### config.mk
export PLATFORM = sky130hd
export DESIGN_NAME = player_walk_ctrl_flat
export DESIGN_NICKNAME = d
export VERILOG_FILES = /design/src/rtl/player_walk_ctrl_if.sv /design/src/rtl/player_walk_ctrl.sv /design/src/flat_wrapper.sv
export SDC_FILE = /design/constraint.sdc
export NUM_CORES = 1
export LEC_CHECK = 0
export ABC_AREA = 1
export BUFFER_PORTS_ARGS = -buffer_cell sky130_fd_sc_hd__buf_2
export CAP_MARGIN = 15
export CELL_PAD_IN_SITES_DETAIL_PLACEMENT = 0
export CELL_PAD_IN_SITES_GLOBAL_PLACEMENT = 1
export CORE_MARGIN = 4
export CORE_UTILIZATION = 39
export CTS_CLUSTER_DIAMETER = 50
export CTS_CLUSTER_SIZE = 10
export DETAILED_ROUTE_END_ITERATION = 12
export PLACE_DENSITY = 0.79
export SLEW_MARGIN = 5
export SYNTH_ARGS = -nofsm -noshare
export SYNTH_HDL_FRONTEND = slang
export SYNTH_SLANG_ARGS = --single-unit
export TNS_END_PERCENT = 5
### constraint.sdc
create_clock -name clk -period 2.2 [get_ports clk]
set_input_delay 0.22 -clock clk [delete_from_list [all_inputs] [get_ports clk]]
set_output_delay 0.22 -clock clk [all_outputs]
set_load 0.02 [all_outputs]
### src/rtl/player_walk_ctrl_if.sv
// Collision-map lookup bus between the walk controller (master) and the tile map (slave).
// map_blocked answers the request exactly one cycle after map_req.
interface player_walk_ctrl_if;
    logic       map_req;
    logic [5:0] map_tx;
    logic [4:0] map_ty;
    logic       map_blocked;

    modport master (
        output map_req,
        output map_tx,
        output map_ty,
        input  map_blocked
    );

    modport slave (
        input  map_req,
        input  map_tx,
        input  map_ty,
        output map_blocked
    );
endinterface

### src/rtl/player_walk_ctrl.sv
// Tile-aligned player movement: button sync, collision lookup, and one-pixel-per-tick walking
// on a 16-px grid, driving the sprite selector's direction/step and the renderer's position.
module player_walk_ctrl #(
    parameter int FRAME_DIV  = 416667,
    parameter int X_MAX_TILE = 39,
    parameter int Y_MAX_TILE = 29,
    parameter int START_TX   = 1,
    parameter int START_TY   = 1
) (
    input  logic                      clk,
    input  logic                      rst,
    input  logic [3:0]                btn,
    player_walk_ctrl_if.master        map,
    output logic [3:0]                dir_out,
    output logic [1:0]                step,
    output logic [9:0]                pos_x,
    output logic [8:0]                pos_y,
    output logic                      moving
);

    localparam int              TW        = (FRAME_DIV > 2) ? $clog2(FRAME_DIV) : 1;
    localparam logic [TW-1:0]   TICK_LAST = TW'(FRAME_DIV - 1);
    localparam logic [9:0]      RST_X     = 10'(START_TX * 16);
    localparam logic [8:0]      RST_Y     = 9'(START_TY * 16);

    typedef enum logic [1:0] {S_IDLE, S_LOOKUP, S_FACE, S_WALK} state_t;

    state_t          r_state;
    state_t          w_next;
    logic [3:0]      r_btn_meta;
    logic [3:0]      r_btn_sync;
    logic [TW-1:0]   r_tick_cnt;
    logic [3:0]      r_dir;
    logic [3:0]      r_pix_cnt;
    logic [1:0]      r_step;
    logic [9:0]      r_pos_x;
    logic [8:0]      r_pos_y;

    logic            w_tick;
    logic            w_onehot;
    logic            w_in_range;
    logic [5:0]      w_tx;
    logic [4:0]      w_ty;
    logic [5:0]      w_tgt_tx;
    logic [4:0]      w_tgt_ty;
    logic [3:0]      w_pix_next;

    assign w_tick     = (r_tick_cnt == TICK_LAST);
    assign w_onehot   = $onehot(r_btn_sync);
    assign w_tx       = r_pos_x[9:4];
    assign w_ty       = r_pos_y[8:4];
    assign w_pix_next = r_pix_cnt + 4'd1;

    // Target tile and grid-boundary check; edge tiles (incl. row/col 0) fall back to a face-only turn.
    always_comb begin
        w_tgt_tx   = w_tx;
        w_tgt_ty   = w_ty;
        w_in_range = 1'b0;
        case (r_btn_sync)
            4'b1000: begin w_tgt_ty = w_ty - 5'd1; w_in_range = (w_ty != '0); end
            4'b0100: begin w_tgt_ty = w_ty + 5'd1; w_in_range = (w_ty < 5'(Y_MAX_TILE)); end
            4'b0010: begin w_tgt_tx = w_tx - 6'd1; w_in_range = (w_tx != '0); end
            4'b0001: begin w_tgt_tx = w_tx + 6'd1; w_in_range = (w_tx < 6'(X_MAX_TILE)); end
            default: ;
        endcase
    end

    always_ff @(posedge clk or posedge rst) begin
        if (rst) r_state <= S_IDLE;
        else     r_state <= w_next;
    end

    always_comb begin
        w_next = r_state;
        case (r_state)
            S_IDLE:   if (w_onehot) w_next = w_in_range ? S_LOOKUP : S_FACE;
            S_LOOKUP: w_next = map.map_blocked ? S_FACE : S_WALK;
            S_FACE:   w_next = S_IDLE;
            S_WALK:   if (w_tick && (r_pix_cnt == 4'd15)) w_next = S_IDLE;
            default:  w_next = S_IDLE;
        endcase
    end

    always_comb begin
        map.map_req = 1'b0;
        map.map_tx  = '0;
        map.map_ty  = '0;
        dir_out     = '0;
        moving      = 1'b0;
        case (r_state)
            S_IDLE: if (w_onehot && w_in_range) begin
                map.map_req = 1'b1;
                map.map_tx  = w_tgt_tx;
                map.map_ty  = w_tgt_ty;
            end
            S_FACE: dir_out = r_dir;
            S_WALK: begin dir_out = r_dir; moving = 1'b1; end
            default: ;
        endcase
    end

    // Direction is latched on leaving IDLE so both FACE and WALK see the same one-hot value.
    always_ff @(posedge clk or posedge rst) begin
        if (rst) begin
            r_btn_meta <= '0;
            r_btn_sync <= '0;
            r_tick_cnt <= '0;
            r_dir      <= '0;
            r_pix_cnt  <= '0;
            r_step     <= '0;
            r_pos_x    <= RST_X;
            r_pos_y    <= RST_Y;
        end else begin
            r_btn_meta <= btn;
            r_btn_sync <= r_btn_meta;
            r_tick_cnt <= w_tick ? '0 : r_tick_cnt + 1'b1;
            case (r_state)
                S_IDLE: begin
                    if (w_onehot) r_dir <= r_btn_sync;
                    r_pix_cnt <= '0;
                    r_step    <= '0;
                end
                S_WALK: if (w_tick) begin
                    if (r_dir[3]) r_pos_y <= r_pos_y - 9'd1;
                    if (r_dir[2]) r_pos_y <= r_pos_y + 9'd1;
                    if (r_dir[1]) r_pos_x <= r_pos_x - 10'd1;
                    if (r_dir[0]) r_pos_x <= r_pos_x + 10'd1;
                    r_pix_cnt <= w_pix_next;
                    r_step    <= w_pix_next[3:2];
                end
                default: ;
            endcase
        end
    end

    assign step  = r_step;
    assign pos_x = r_pos_x;
    assign pos_y = r_pos_y;

endmodule

### src/flat_wrapper.sv
// flat-port wrapper written by rule: the top's interface ports become plain ports
module player_walk_ctrl_flat 
#(
    parameter int FRAME_DIV  = 416667,
    parameter int X_MAX_TILE = 39,
    parameter int Y_MAX_TILE = 29,
    parameter int START_TX   = 1,
    parameter int START_TY   = 1
)
  (clk, rst, btn, dir_out, step, pos_x, pos_y, moving, map_map_req, map_map_tx, map_map_ty, map_map_blocked);
  player_walk_ctrl_if map_i ();
  input  logic clk;
  input  logic rst;
  input  logic [3:0] btn;
  output logic [3:0] dir_out;
  output logic [1:0] step;
  output logic [9:0] pos_x;
  output logic [8:0] pos_y;
  output logic moving;
  output wire logic [$bits(map_i.map_req)-1:0] map_map_req;
  output wire logic [$bits(map_i.map_tx)-1:0] map_map_tx;
  output wire logic [$bits(map_i.map_ty)-1:0] map_map_ty;
  input wire logic [$bits(map_i.map_blocked)-1:0] map_map_blocked;
  assign map_map_req = map_i.map_req;
  assign map_map_tx = map_i.map_tx;
  assign map_map_ty = map_i.map_ty;
  assign map_i.map_blocked = map_map_blocked;
  player_walk_ctrl #(.FRAME_DIV(FRAME_DIV), .X_MAX_TILE(X_MAX_TILE), .Y_MAX_TILE(Y_MAX_TILE), .START_TX(START_TX), .START_TY(START_TY)) u_core (.clk(clk), .rst(rst), .btn(btn), .map(map_i), .dir_out(dir_out), .step(step), .pos_x(pos_x), .pos_y(pos_y), .moving(moving));
endmodule
Word level (Yosys, flattened, before mapping)
Index checks and enable logic that the tools add are counted.
{"block": "classes", "add_sub_neg": 13, "order_cmp": 2, "n_eq_ne": 13, "n_mux": 25, "n_reduce_logical": 14}
{"operator": "2-to-1 mux 10 bit", "n": 2}
{"operator": "adder 19 x 1 -> 19 bit, second input constant", "n": 1}
{"operator": "equality test 19 bit, second input constant", "n": 1}
{"operator": "2-to-1 mux 19 bit", "n": 1}
{"operator": "2-to-1 mux 9 bit", "n": 2}
{"operator": "2-to-1 mux 6 bit", "n": 2}
{"operator": "case mux 6 bit (2 select lines)", "n": 1}
{"operator": "adder 10 x 1 -> 10 bit, second input constant", "n": 1}
{"operator": "2-to-1 mux 5 bit", "n": 2}
{"operator": "case mux 5 bit (2 select lines)", "n": 1}
{"operator": "subtractor 10 x 1 -> 10 bit, second input constant", "n": 1}
{"operator": "adder 9 x 1 -> 9 bit, second input constant", "n": 1}
{"operator": "subtractor 9 x 1 -> 9 bit, second input constant", "n": 1}
{"operator": "equality test 4 bit, second input constant", "n": 2}
{"operator": "2-to-1 mux 2 bit", "n": 4}
{"operator": "2-to-1 mux 4 bit", "n": 2}
{"operator": "case mux 2 bit (4 select lines)", "n": 1}
{"operator": "case mux 4 bit (2 select lines)", "n": 1}
{"operator": "adder 6 x 1 -> 6 bit, second input constant", "n": 1}
{"operator": "< comparator 6 bit, second input constant", "n": 1}
{"operator": "inequality test 2 x 1 -> 1 bit, second input constant", "n": 3}
{"operator": "AND reduction 2 bit", "n": 3}
{"operator": "AND reduction 3 bit", "n": 2}
{"operator": "nonzero test 2 bit", "n": 3}
{"operator": "21 further kinds", "n": 27}
{"block": "totals", "ff_bits": 58, "in_bits": 7, "output_inout_bits": 38}

Logic depth before layout (Yosys ltp)
Gate-level depths: netlist (run 1).
{"block": "logic_depth", "ltp_word": 6, "ltp_mapped": 13, "mapped_depth_nobuf": 13}

Worst setup path before layout (run 1)
OpenSTA, ideal clock, no wires.
{"block": "synth_timing", "path_kind": "reg2out", "startpoint": "register u_core.r_btn_sync[0]", "endpoint": "output port map_map_ty[3]", "arrival_time_ns": 2.556, "path_slack_ns": -0.576, "stages_incl_launch_ff": 10, "cell_sequence": "dfrtp_1 inv_1 ha_1 ha_1 inv_1 fa_1 nand4_2 nor2_1 inv_2 a21oi_1"}
{"block": "synth_between", "elab_chain_len": 6, "word_cells_on_any_way": 12, "classes_between": "add/sub: 2; eq/ne: 5; mux: 4; reduce/logical: 1"}
{"element": "start, declared", "line": "player_walk_ctrl.sv:31", "text": "logic [3:0] r_btn_sync;"}
{"element": "start signal, assigned", "line": "player_walk_ctrl.sv:115", "text": "r_btn_sync <= r_btn_meta;"}
{"element": "adder 1 x 1 -> 2 bit (implied by the code)", "line": "player_walk_ctrl.sv:49", "text": "assign w_onehot = $onehot(r_btn_sync);"}
{"element": "adder 3 bit (implied by the code)", "line": "player_walk_ctrl.sv:49"}
{"element": "equality test 3 x 1 -> 1 bit", "line": "player_walk_ctrl.sv:49"}
{"element": "logical AND 1 bit", "line": "player_walk_ctrl.sv:91", "text": "S_IDLE: if (w_onehot && w_in_range) begin"}
{"element": "2-to-1 mux 5 bit *", "line": "player_walk_ctrl.sv:91"}
{"element": "2-to-1 mux 5 bit *", "line": "player_walk_ctrl.sv:90", "text": "case (r_state)"}
{"element": "end, declared", "line": "flat_wrapper.sv:22", "text": "output wire logic [$bits(map_i.map_ty)-1:0] map_map_ty;"}
Mark *: on every way between the ends. The rest lies on a longest branch, timed or not.

Worst setup path in the final report (run 1)
{"block": "layout_timing", "startpoint": "register u_core.r_btn_sync[0]", "endpoint": "output port map_map_ty[4]"}
Same word-level chain as after synthesis.

==> results.py, run 1 <==
metrics = {
    "global_routing": {
        "use_met3_pct": 2.21,
        "top_usage_layer": "met2",
        "grtUsageMet1_pct": 20.3,
        "antenna_found_initial": 0,
        "grt_pass1_wl_um": 17400,
        "grt-ovfl-total": 0,
        "grt_max_degree": 33,
        "grt.total_usage_pct": 16.2,
        "grt_pass1_vias": 3782,
        "use_met2_pct": 29.1,
    },
    "cells_and_area": {
        "final_util_pct": 49.3,
        "num_antenna_cells": 0,
        "drive_gt1_share_pct": 21.3,
        "fin_nets": 693,
        "area_delta_synth_final_pct": 21.9,
    },
    "detailed_routing": {
        "drc_errors": 0,
        "drtIter0Drc": 167,
        "wire_per_inst_um": 12.5,
        "dr.pass1.iters": 5,
        "antenna_left": 0,
        "viasPerCell": 4.84,
        "routed_wl_um": 9770,
        "vias": 3797,
    },
    "timing": {
        "fin_ws_ns": -0.392,
        "hold_violations": 0,
        "post-route-min-period_ns": 2.59,
        "grt_setup_unrepaired": "true",
        "clock.fmax_ghz": 0.386,
        "final-setup-viol-count": 12,
        "min_period_over_period_pct": 118,
        "relSlewSlack_pct": 62.2,
        "finClkSkew_ns": 0.0133,
        "slew_viol_final": 0,
        "tightest_slew_ns": 0.566,
    },
    "critical_path": {
        "crit_type": "reg2out",
        "critPathArrivalTime_ns": 2.37,
        "start_kind": "flop",
        "required_ns": 1.98,
        "reg2reg_setup_slack_ns": 0.26,
        "end_kind": "output pin",
        "cp_max_fo": 10,
    },
    "status": {
        "status": "finished with violations",
        "violations": "negative setup slack",
    },
    "clocking": {
        "clkLatencyLatePin_ns": 0.32,
        "cts.clk_slew.worst_paths_ns": 0.10,
        "clock_path_buffers": 2,
        "root_buffer": "clkbuf_8",
        "numCtsBuffers": 5,
        "htreeDepth": 2,
        "numClockSinks": 56,
        "cts_tree": "built",
    },
    "logic_synthesis": {
        "ys_types": 37,
        "synth.top_cell.area_share_pct": 32.0,
        "ys_seq_area_share_pct": 33.2,
        "asyncSetResetFlopFracSynth_pct": 100,
        "synth-edff-count": 0,
        "synth_area_um2": 4230,
        "syn_inst": 573,
        "ys_ff_latch": 56,
        "synth_fp_nets": 619,
        "yosysWarnings": 0,
        "yosys-top-cells-area": "dfrtp_1 (32%), nand2_1 (15%), ha_1 (10%)",
        "synth_ff_type": "dfrtp_1",
        "synth_area_leader_cell": "dfrtp_1",
        "syn_avg_cell_area_um2": 7.38,
    },
    "power_and_ir_drop": {
        "p_int_mw": 1.78,
        "combPwrFrac_pct": 33.2,
        "switching_power_mw": 1.03,
        "swShare_pct": 36.7,
        "power.density_nw_per_um2": 546,
        "clkPwrFrac_pct": 25.3,
        "total_power_mw": 2.82,
        "pwr-share-seq_pct": 41.6,
        "p_leak_nw": 2.82,
        "ir_drop_mv": 0.270,
    },
    "die": {
        "die_x_um": 112,
        "num_rows": 37,
        "io_pins": 45,
        "start_util_pct": 40.4,
        "die-area_um2": 12600,
        "core_um2": 10500,
        "die_h_um": 112,
    },
    "min_path": {
        "hold_class": "in2reg",
    },
    "flow_run": {
        "max_cap_viol_count": 0,
    },
    "placed_design": {
        "dp_hpwl_um": 7570,
        "numPortBuffers": 44,
        "place.gp.congestion": 0.845,
    },
}
[power groups by stage]
stage / registers (mW) / logic (mW) / clock network [mW]
2_1_floorplan: 1.17 / 0.723 / 0
3_3_place_gp: 1.19 / 0.920 / 0
3_5_place_dp: 1.20 / 0.923 / 0
4_1_cts: 1.18 / 0.936 / 0.745
5_1_grt: 1.19 / 1.08 / 0.788
6_report: 1.17 / 0.934 / 0.712
[synthesized netlist by cell type, types with 2 or more instances]
library cell and count:
a21oi_1 18, buf_2 2, buf_4 2, buf_6 3
dfrtp_1 54, dfstp_2 2, fa_1 5, ha_1 34
inv_1 80, inv_2 4, nand2_1 164, nand2_2 2
nand3_1 45, nand3b_1 2, nand3b_4 2, nand4_1 13
nor2_1 56, nor2_2 2, nor2_4 3, nor3_1 7
o21ai_0 20, o21ai_2 8, o21bai_1 5, or2_2 3
xnor2_1 9, xor2_1 17
[worst paths after layout]
kind	from	end	cells after the start
worst min register to register	u_core.r_btn_meta[2]	u_core.r_btn_sync[2]	0
worst max register to register	u_core.r_btn_sync[0]	u_core.r_dir[1]	9
worst min-delay path	btn[0]	u_core.r_btn_meta[0]	1
max in group asynchronous	rst	u_core.pos_x[4]	4
min in group asynchronous	rst	u_core.r_tick_cnt[15]	3
worst max-delay path	u_core.r_btn_sync[0]	map_map_ty[4]	10
[cell usage in the layout, fill, tap and decap left out, drive strengths merged, types with 6 or more instances in the layout]
| cell type | count |
|---|---|
| nand3 | 45 |
| ha | 34 |
| xor2 | 17 |
| nor2 | 61 |
| nor3 | 7 |
| buf | 72 |
| nand2 | 167 |
| o21ai | 29 |
| inv | 85 |
| a21oi | 18 |
| clkbuf | 6 |
| dfrtp | 54 |
| xnor2 | 9 |
| nand4 | 14 |
[critical path, stage by stage, from the launching register on]
cell and delay [ns]:
dfrtp_1 0.40, inv_2 0.07, ha_4 0.27, ha_4 0.12
inv_2 0.03, fa_2 0.55, nand4_4 0.09, nor2_4 0.18
inv_8 0.11, nor2_4 0.11, buf_4 0.14
[cell families (layout without fill, tap and decap cells)]
| logic type | after synthesis | in the layout | share of synthesized area, % |
|---|---|---|---|
| xor+xnor | 26 | 26 | 5.38 |
| fa+ha+maj | 39 | 39 | 12.4 |
| mux | 1 | 1 | 0.237 |
| flops | 56 | 56 | 33.2 |
| buf+inv | 91 | 166 | 8.85 |
| simple gates | 306 | 306 | 32.4 |
| compound gates | 54 | 54 | 7.52 |
[metrics by stage]
step / worst slack [ns] / setup TNS, ns / instances / hold WS [ns] / area (um^2)
2_1_floorplan: -0.0925 / -0.748 / 573 / 0.251 / 4370
3_3_place_gp: -0.0642 / -0.366 / 769 / 0.313 / 4890
3_5_place_dp: -0.155 / -0.812 / 769 / 0.317 / 4890
4_1_cts: -0.439 / -4.78 / 780 / 0.00244 / 5100
5_1_grt: -0.537 / -5.98 / 784 / 0.00917 / 5160
6_report: -0.392 / -4.24 / 784 / 0.0255 / 5160
[registers in the layout (all words and copies together) (netlist names)]
signal / count
u_core.pos_y: 9
u_core.r_dir: 4
u_core.r_pix_cnt: 2
u_core.step: 2
u_core.r_btn_meta: 4
u_core.pos_x: 10
u_core.r_tick_cnt: 19
u_core.r_btn_sync: 4
u_core.r_state: 2
[cell type report]
class	count	area, um^2
clock buffers	6	72.6
clock inverters	2	38.8
well taps	136	170
flip-flops and latches	56	1400
inverters	84	323
fillers	1033	5310
repair buffers	74	531
multi-input cells	426	2620
[layer usage]
layer / up-vias / part of all wire (%)
met3: 15 / 3.0
met4: 0 / 1.9
met2: 66 / 50
met5: - / 0
met1: 1749 / 45
li1: 1967 / -
[repair_timing]
item	4_1_cts	5_1_grt
pin swaps	3	3
setup endpoints to repair	12	12
hold buffers	1	1
gates resized for setup	25	8
setup buffers	2	3
endpoints found under the hold margin	23	1
Note: power is estimated with default switching activity, not from simulation.
==> run 2, diff against run 1 <==
--- a/config.mk
+++ b/config.mk
@@ -10,7 +10,7 @@
 export CAP_MARGIN = 15
 export CELL_PAD_IN_SITES_DETAIL_PLACEMENT = 0
 export CELL_PAD_IN_SITES_GLOBAL_PLACEMENT = 1
-export CORE_MARGIN = 4
+export CORE_MARGIN = 5
 export CORE_UTILIZATION = 39
 export CTS_CLUSTER_DIAMETER = 50
 export CTS_CLUSTER_SIZE = 10
==> results.py, run 2 (synthesis results as in run 1) <==
metrics = {
    "clocking": {
        "root_buffer": "clkbuf_8",
        "numCtsBuffers": 5,
        "htreeDepth": 2,
        "clkLatencyLatePin_ns": 0.31,
        "numClockSinks": 56,
        "cts.clk_slew.worst_paths_ns": 0.10,
        "cts_tree": "built",
        "clock_path_buffers": 2,
    },
    "cells_and_area": {
        "multi_input_area_um2": 2600,
        "area_delta_synth_final_pct": 20.1,
        "final_cell_area_um2": 5080,
        "largest_reg_flops": 19,
        "finalNonFillerCells": 785,
        "final_cell_mix": "nand2_1 (162), inv_1 (74), dfrtp_1 (54), nand3_1 (45), nor2_1 (45)",
        "top_register": "u_core.r_tick_cnt",
        "fin_nets": 690,
        "num_antenna_cells": 0,
        "drive_gt1_share_pct": 20.5,
        "final-seq-area_um2": 1400,
        "final_common_cell": "nand2_1",
        "nFillCells": 1101,
    },
    "die": {
        "num_rows": 38,
        "die_x_um": 114,
        "die-area_um2": 13000,
        "core_um2": 10700,
        "die_h_um": 114,
        "io_pins": 45,
        "start_util_pct": 39.4,
    },
    "power_and_ir_drop": {
        "p_leak_nw": 2.79,
        "ir_drop_mv": 0.293,
        "power.density_nw_per_um2": 527,
    },
    "critical_path": {
        "cp_max_fo": 10,
        "critPathBufInv": 4,
        "critPathArrivalTime_ns": 2.40,
        "reg2reg_setup_slack_ns": 0.19,
        "worstPathCellList": "inv_2 -> ha_4 -> ha_4 -> inv_2 -> fa_2 -> nand4_4 -> nor2_4 -> inv_8 -> a21oi_4 -> buf_6",
        "cpLargestDelayFamily": "adder cells",
        "reg2reg_from": "u_core.r_btn_sync[2]",
        "crit_slowest_cell": "fa_2",
        "r2r-end": "u_core.r_dir[2]",
        "critical-path-max-stage-delay_ns": 0.55,
        "crit_type": "reg2out",
        "required_ns": 1.98,
        "start_kind": "flop",
        "end_kind": "output pin",
        "reg2reg_depth": 8,
    },
    "timing": {
        "slew_viol_final": 0,
        "min_period_over_period_pct": 119,
        "grt_setup_unrepaired": "true",
        "fin_ws_ns": -0.424,
        "tns_ns": -4.61,
        "whs_ns": 0.0270,
        "finClkSkew_ns": 0.0133,
        "post-route-min-period_ns": 2.62,
        "tightest_slew_ns": 0.424,
        "final-setup-viol-count": 12,
        "hold_violations": 0,
        "relSlewSlack_pct": 71.7,
        "clock.fmax_ghz": 0.381,
    },
    "detailed_routing": {
        "viasPerCell": 4.79,
        "vias": 3764,
        "wire_per_inst_um": 12.6,
        "antenna_left": 0,
        "routed_wl_um": 9900,
        "dr.pass1.iters": 4,
        "drtIter0Drc": 140,
        "drc_errors": 0,
    },
    "status": {
        "violations": "negative setup slack",
        "status": "finished with violations",
    },
    "global_routing": {
        "grt_max_degree": 28,
        "grt-ovfl-total": 0,
        "grt_pass1_vias": 3765,
        "grt_pass1_wl_um": 17200,
        "antenna_found_initial": 0,
        "grt.total_usage_pct": 16.0,
    },
    "placed_design": {
        "dp_hpwl_um": 7880,
        "place_ws_ns": -0.114,
        "place.gp.congestion": 0.829,
        "numPortBuffers": 44,
        "dp_cells": 775,
        "placedInstanceArea_um2": 4900,
    },
    "min_path": {
        "hold_class": "in2reg",
        "holdPathStages": 1,
        "hold_path_startpoint": "btn[0]",
        "holdPathEnd": "u_core.r_btn_meta[0]",
    },
    "flow_run": {
        "max_cap_viol_count": 0,
    },
}
## run 2: cell type report
class / count / share of cell area [%]
Clock buffer: 7 / 1.50
Clock inverter: 1 / 0.0985
Inverter: 84 / 6.35
Multi-Input combinational cell: 426 / 51.2
Sequential cell: 56 / 27.6
Tap cell: 140 / 3.45
Timing Repair Buffer: 71 / 9.78
## run 2: power by group
part / internal (mW) / switching, mW
Combinational: 0.350 / 0.591
Clock: 0.225 / 0.341
Sequential: 1.08 / 0.0869
## run 2: per-layer routing
layer  vias to the layer above  track usage (%)  part of all wire (%)
met4                         0             3.09                  0.94
met1                      1741             19.7                    45
li1                       1958                -                     -
met5                         -                0                     0
met3                        10             2.70                   3.1
met2                        55             29.5                    51
## run 2: how the worst max path moves through the flow
stage	endpoint	depth (start not counted)	startpoint	slack, ns
finish	map_map_ty[3]	10	u_core.r_btn_sync[2]	-0.42
global route	map_map_ty[4]	13	u_core.r_btn_sync[3]	-0.55
CTS	map_map_ty[3]	10	u_core.r_btn_sync[2]	-0.42
detailed placement	map_map_ty[3]	10	u_core.r_btn_sync[2]	-0.11
global placement	map_map_ty[3]	10	u_core.r_btn_sync[2]	-0.06
floorplan	map_map_ty[3]	9	u_core.r_btn_sync[2]	-0.09
## run 2: what timing repair did
item                                    CTS  global route
endpoints found under the setup margin   12            12
hold buffers                              1             0
setup buffers                             0             1
gates cloned                              0             0
pin swaps                                 3             2
gates resized for setup                  25             4
endpoints found under the hold margin     3             0
## run 2: through the flow
step                power (mW)  utilization [%]
global placement          2.11             45.6
finish                    2.68             47.3
global route              2.88             47.3
CTS                       2.72             47.1
floorplan                 1.89                -
detailed placement        2.13             45.6
==> run 3, diff against run 2 <==
--- a/config.mk
+++ b/config.mk
@@ -11,11 +11,11 @@
 export CELL_PAD_IN_SITES_DETAIL_PLACEMENT = 0
 export CELL_PAD_IN_SITES_GLOBAL_PLACEMENT = 1
 export CORE_MARGIN = 5
-export CORE_UTILIZATION = 39
+export CORE_UTILIZATION = 47
 export CTS_CLUSTER_DIAMETER = 50
 export CTS_CLUSTER_SIZE = 10
 export DETAILED_ROUTE_END_ITERATION = 12
-export PLACE_DENSITY = 0.79
+export PLACE_DENSITY = 0.89
 export SLEW_MARGIN = 5
 export SYNTH_ARGS = -nofsm -noshare
 export SYNTH_HDL_FRONTEND = slang
==> constraint.sdc (replaced) <==
create_clock -name clk -period 3.1 [get_ports clk]
set_input_delay 0.31 -clock clk [delete_from_list [all_inputs] [get_ports clk]]
set_output_delay 0.31 -clock clk [all_outputs]
set_load 0.02 [all_outputs]
==> results.py, run 3 (synthesis results as in run 1) <==
metrics = {
    "status": {
        "violations": "negative hold slack",
        "status": "finished with violations",
    },
    "detailed_routing": {
        "routed_wl_um": 9160,
        "wire_per_inst_um": 12.5,
        "vias": 3671,
        "viasPerCell": 5.02,
        "antenna_left": 0,
        "drtIter0Drc": 123,
        "dr.pass1.iters": 4,
        "drc_errors": 0,
    },
    "cells_and_area": {
        "num_antenna_cells": 0,
        "finalNonFillerCells": 732,
        "area_delta_synth_final_pct": 10.7,
        "fin_nets": 669,
        "final_cell_mix": "nand2_1 (164), inv_1 (79), nor2_1 (55), dfrtp_1 (54), nand3_1 (45)",
        "final_cell_area_um2": 4680,
        "drive_gt1_share_pct": 14.4,
        "final_common_cell": "nand2_1",
        "largest_reg_flops": 19,
        "final_util_pct": 53.4,
        "top_register": "u_core.r_tick_cnt",
        "nFillCells": 864,
    },
    "timing": {
        "hold_violations": 5,
        "post-route-min-period_ns": 2.95,
        "fin_ws_ns": 0.147,
        "tns_ns": 0,
        "final-setup-viol-count": 0,
        "whs_ns": -0.0114,
        "clock.fmax_ghz": 0.339,
        "tightest_slew_ns": 0.483,
        "grt_setup_unrepaired": "false",
        "slew_viol_final": 0,
        "min_period_over_period_pct": 95.2,
        "relSlewSlack_pct": 67.8,
        "finClkSkew_ns": 0.00911,
    },
    "die": {
        "core_um2": 8760,
        "die-area_um2": 11000,
        "start_util_pct": 48.3,
        "die_h_um": 105,
        "die_x_um": 105,
        "num_rows": 34,
        "io_pins": 45,
    },
    "global_routing": {
        "antenna_found_initial": 0,
        "grt_pass1_wl_um": 15800,
        "grt_pass1_vias": 3511,
        "grt.total_usage_pct": 16.9,
        "grt-ovfl-total": 0,
        "grt_max_degree": 37,
    },
    "power_and_ir_drop": {
        "power.density_nw_per_um2": 403,
        "ir_drop_mv": 0.216,
        "total_power_mw": 1.88,
        "p_leak_nw": 2.68,
    },
    "clocking": {
        "clkLatencyLatePin_ns": 0.32,
        "numClockSinks": 56,
        "cts_tree": "built",
        "root_buffer": "clkbuf_8",
        "numCtsBuffers": 5,
        "clock_path_buffers": 2,
        "cts.clk_slew.worst_paths_ns": 0.11,
        "htreeDepth": 2,
    },
    "critical_path": {
        "critPathArrivalTime_ns": 2.64,
        "crit_type": "reg2out",
        "reg2reg_from": "u_core.r_btn_sync[0]",
        "critical_path.startpoint": "u_core.r_btn_sync[0]",
        "required_ns": 2.79,
        "reg2reg_depth": 8,
        "reg2reg_setup_slack_ns": 1.07,
        "cp_max_fo": 10,
        "end_kind": "output pin",
        "r2r-end": "u_core.r_dir[3]",
        "crit_end": "map_map_ty[3]",
        "start_kind": "flop",
    },
    "placed_design": {
        "dp_cells": 719,
        "numPortBuffers": 44,
        "dp_hpwl_um": 7210,
        "placedInstanceArea_um2": 4530,
        "place.gp.congestion": 0.894,
        "place_ws_ns": 0.307,
    },
    "min_path": {
        "hold_class": "in2async",
    },
    "flow_run": {
        "max_cap_viol_count": 0,
    },
}
run 3: worst max-delay path: stages (launching register included):
cell and delay [ns]:
dfrtp_1 0.39, inv_1 0.08, ha_1 0.28, ha_1 0.15, inv_1 0.06, fa_1 0.60, nand4_4 0.18, nor2_4 0.15
inv_2 0.12, a21oi_1 0.13, buf_2 0.18
run 3: metal layers:
layer | track usage [%] | part of all wire (%)
met4 | 4.38 | 1.6
met5 | 0 | 0
met3 | 2.65 | 2.9
met1 | 21.8 | 46
met2 | 29.4 | 50
run 3: final cells by class:
| cell class | instances | area, um^2 | share of cell area, % |
|---|---|---|---|
| Timing Repair Buffer | 50 | 265 | 5.67 |
| Sequential cell | 56 | 1400 | 30.0 |
| Inverter | 84 | 315 | 6.74 |
| Tap cell | 108 | 135 | 2.89 |
| Clock buffer | 5 | 68.8 | 1.47 |
| Clock inverter | 3 | 25.0 | 0.535 |
| Multi-Input combinational cell | 426 | 2470 | 52.7 |
run 3: worst min-delay path by stage:
| stage | from | endpoint | slack, ns | cells after the start |
|---|---|---|---|---|
| 6_report | rst | u_core.pos_y[2] | -0.01 | 2 |
| 5_1_grt | rst | u_core.pos_y[2] | 0.03 | 2 |
| 4_1_cts | rst | u_core.pos_y[2] | 0.001 | 2 |
| 3_5_place_dp | u_core.r_btn_meta[3] | u_core.r_btn_sync[3] | 0.33 | 0 |
| 3_3_place_gp | u_core.r_btn_meta[2] | u_core.r_btn_sync[2] | 0.34 | 0 |
| 2_1_floorplan | u_core.r_btn_meta[0] | u_core.r_btn_sync[0] | 0.33 | 0 |
run 3: where the power goes:
| group | total (mW) | internal [mW] | switching (mW) |
|---|---|---|---|
| combinational | 0.623 | 0.223 | 0.400 |
| sequential | 0.830 | 0.770 | 0.0607 |
| clock | 0.431 | 0.166 | 0.266 |
| total | 1.88 | 1.16 | 0.727 |
run 3: repair_timing:
| item | CTS | global route |
|---|---|---|
| endpoints found under the setup margin | 10 | 11 |
| pin swaps | 0 | 1 |
| buffers inserted | 0 | 5 |
| hold buffers | 0 | 0 |
| gates resized for setup | 1 | 2 |
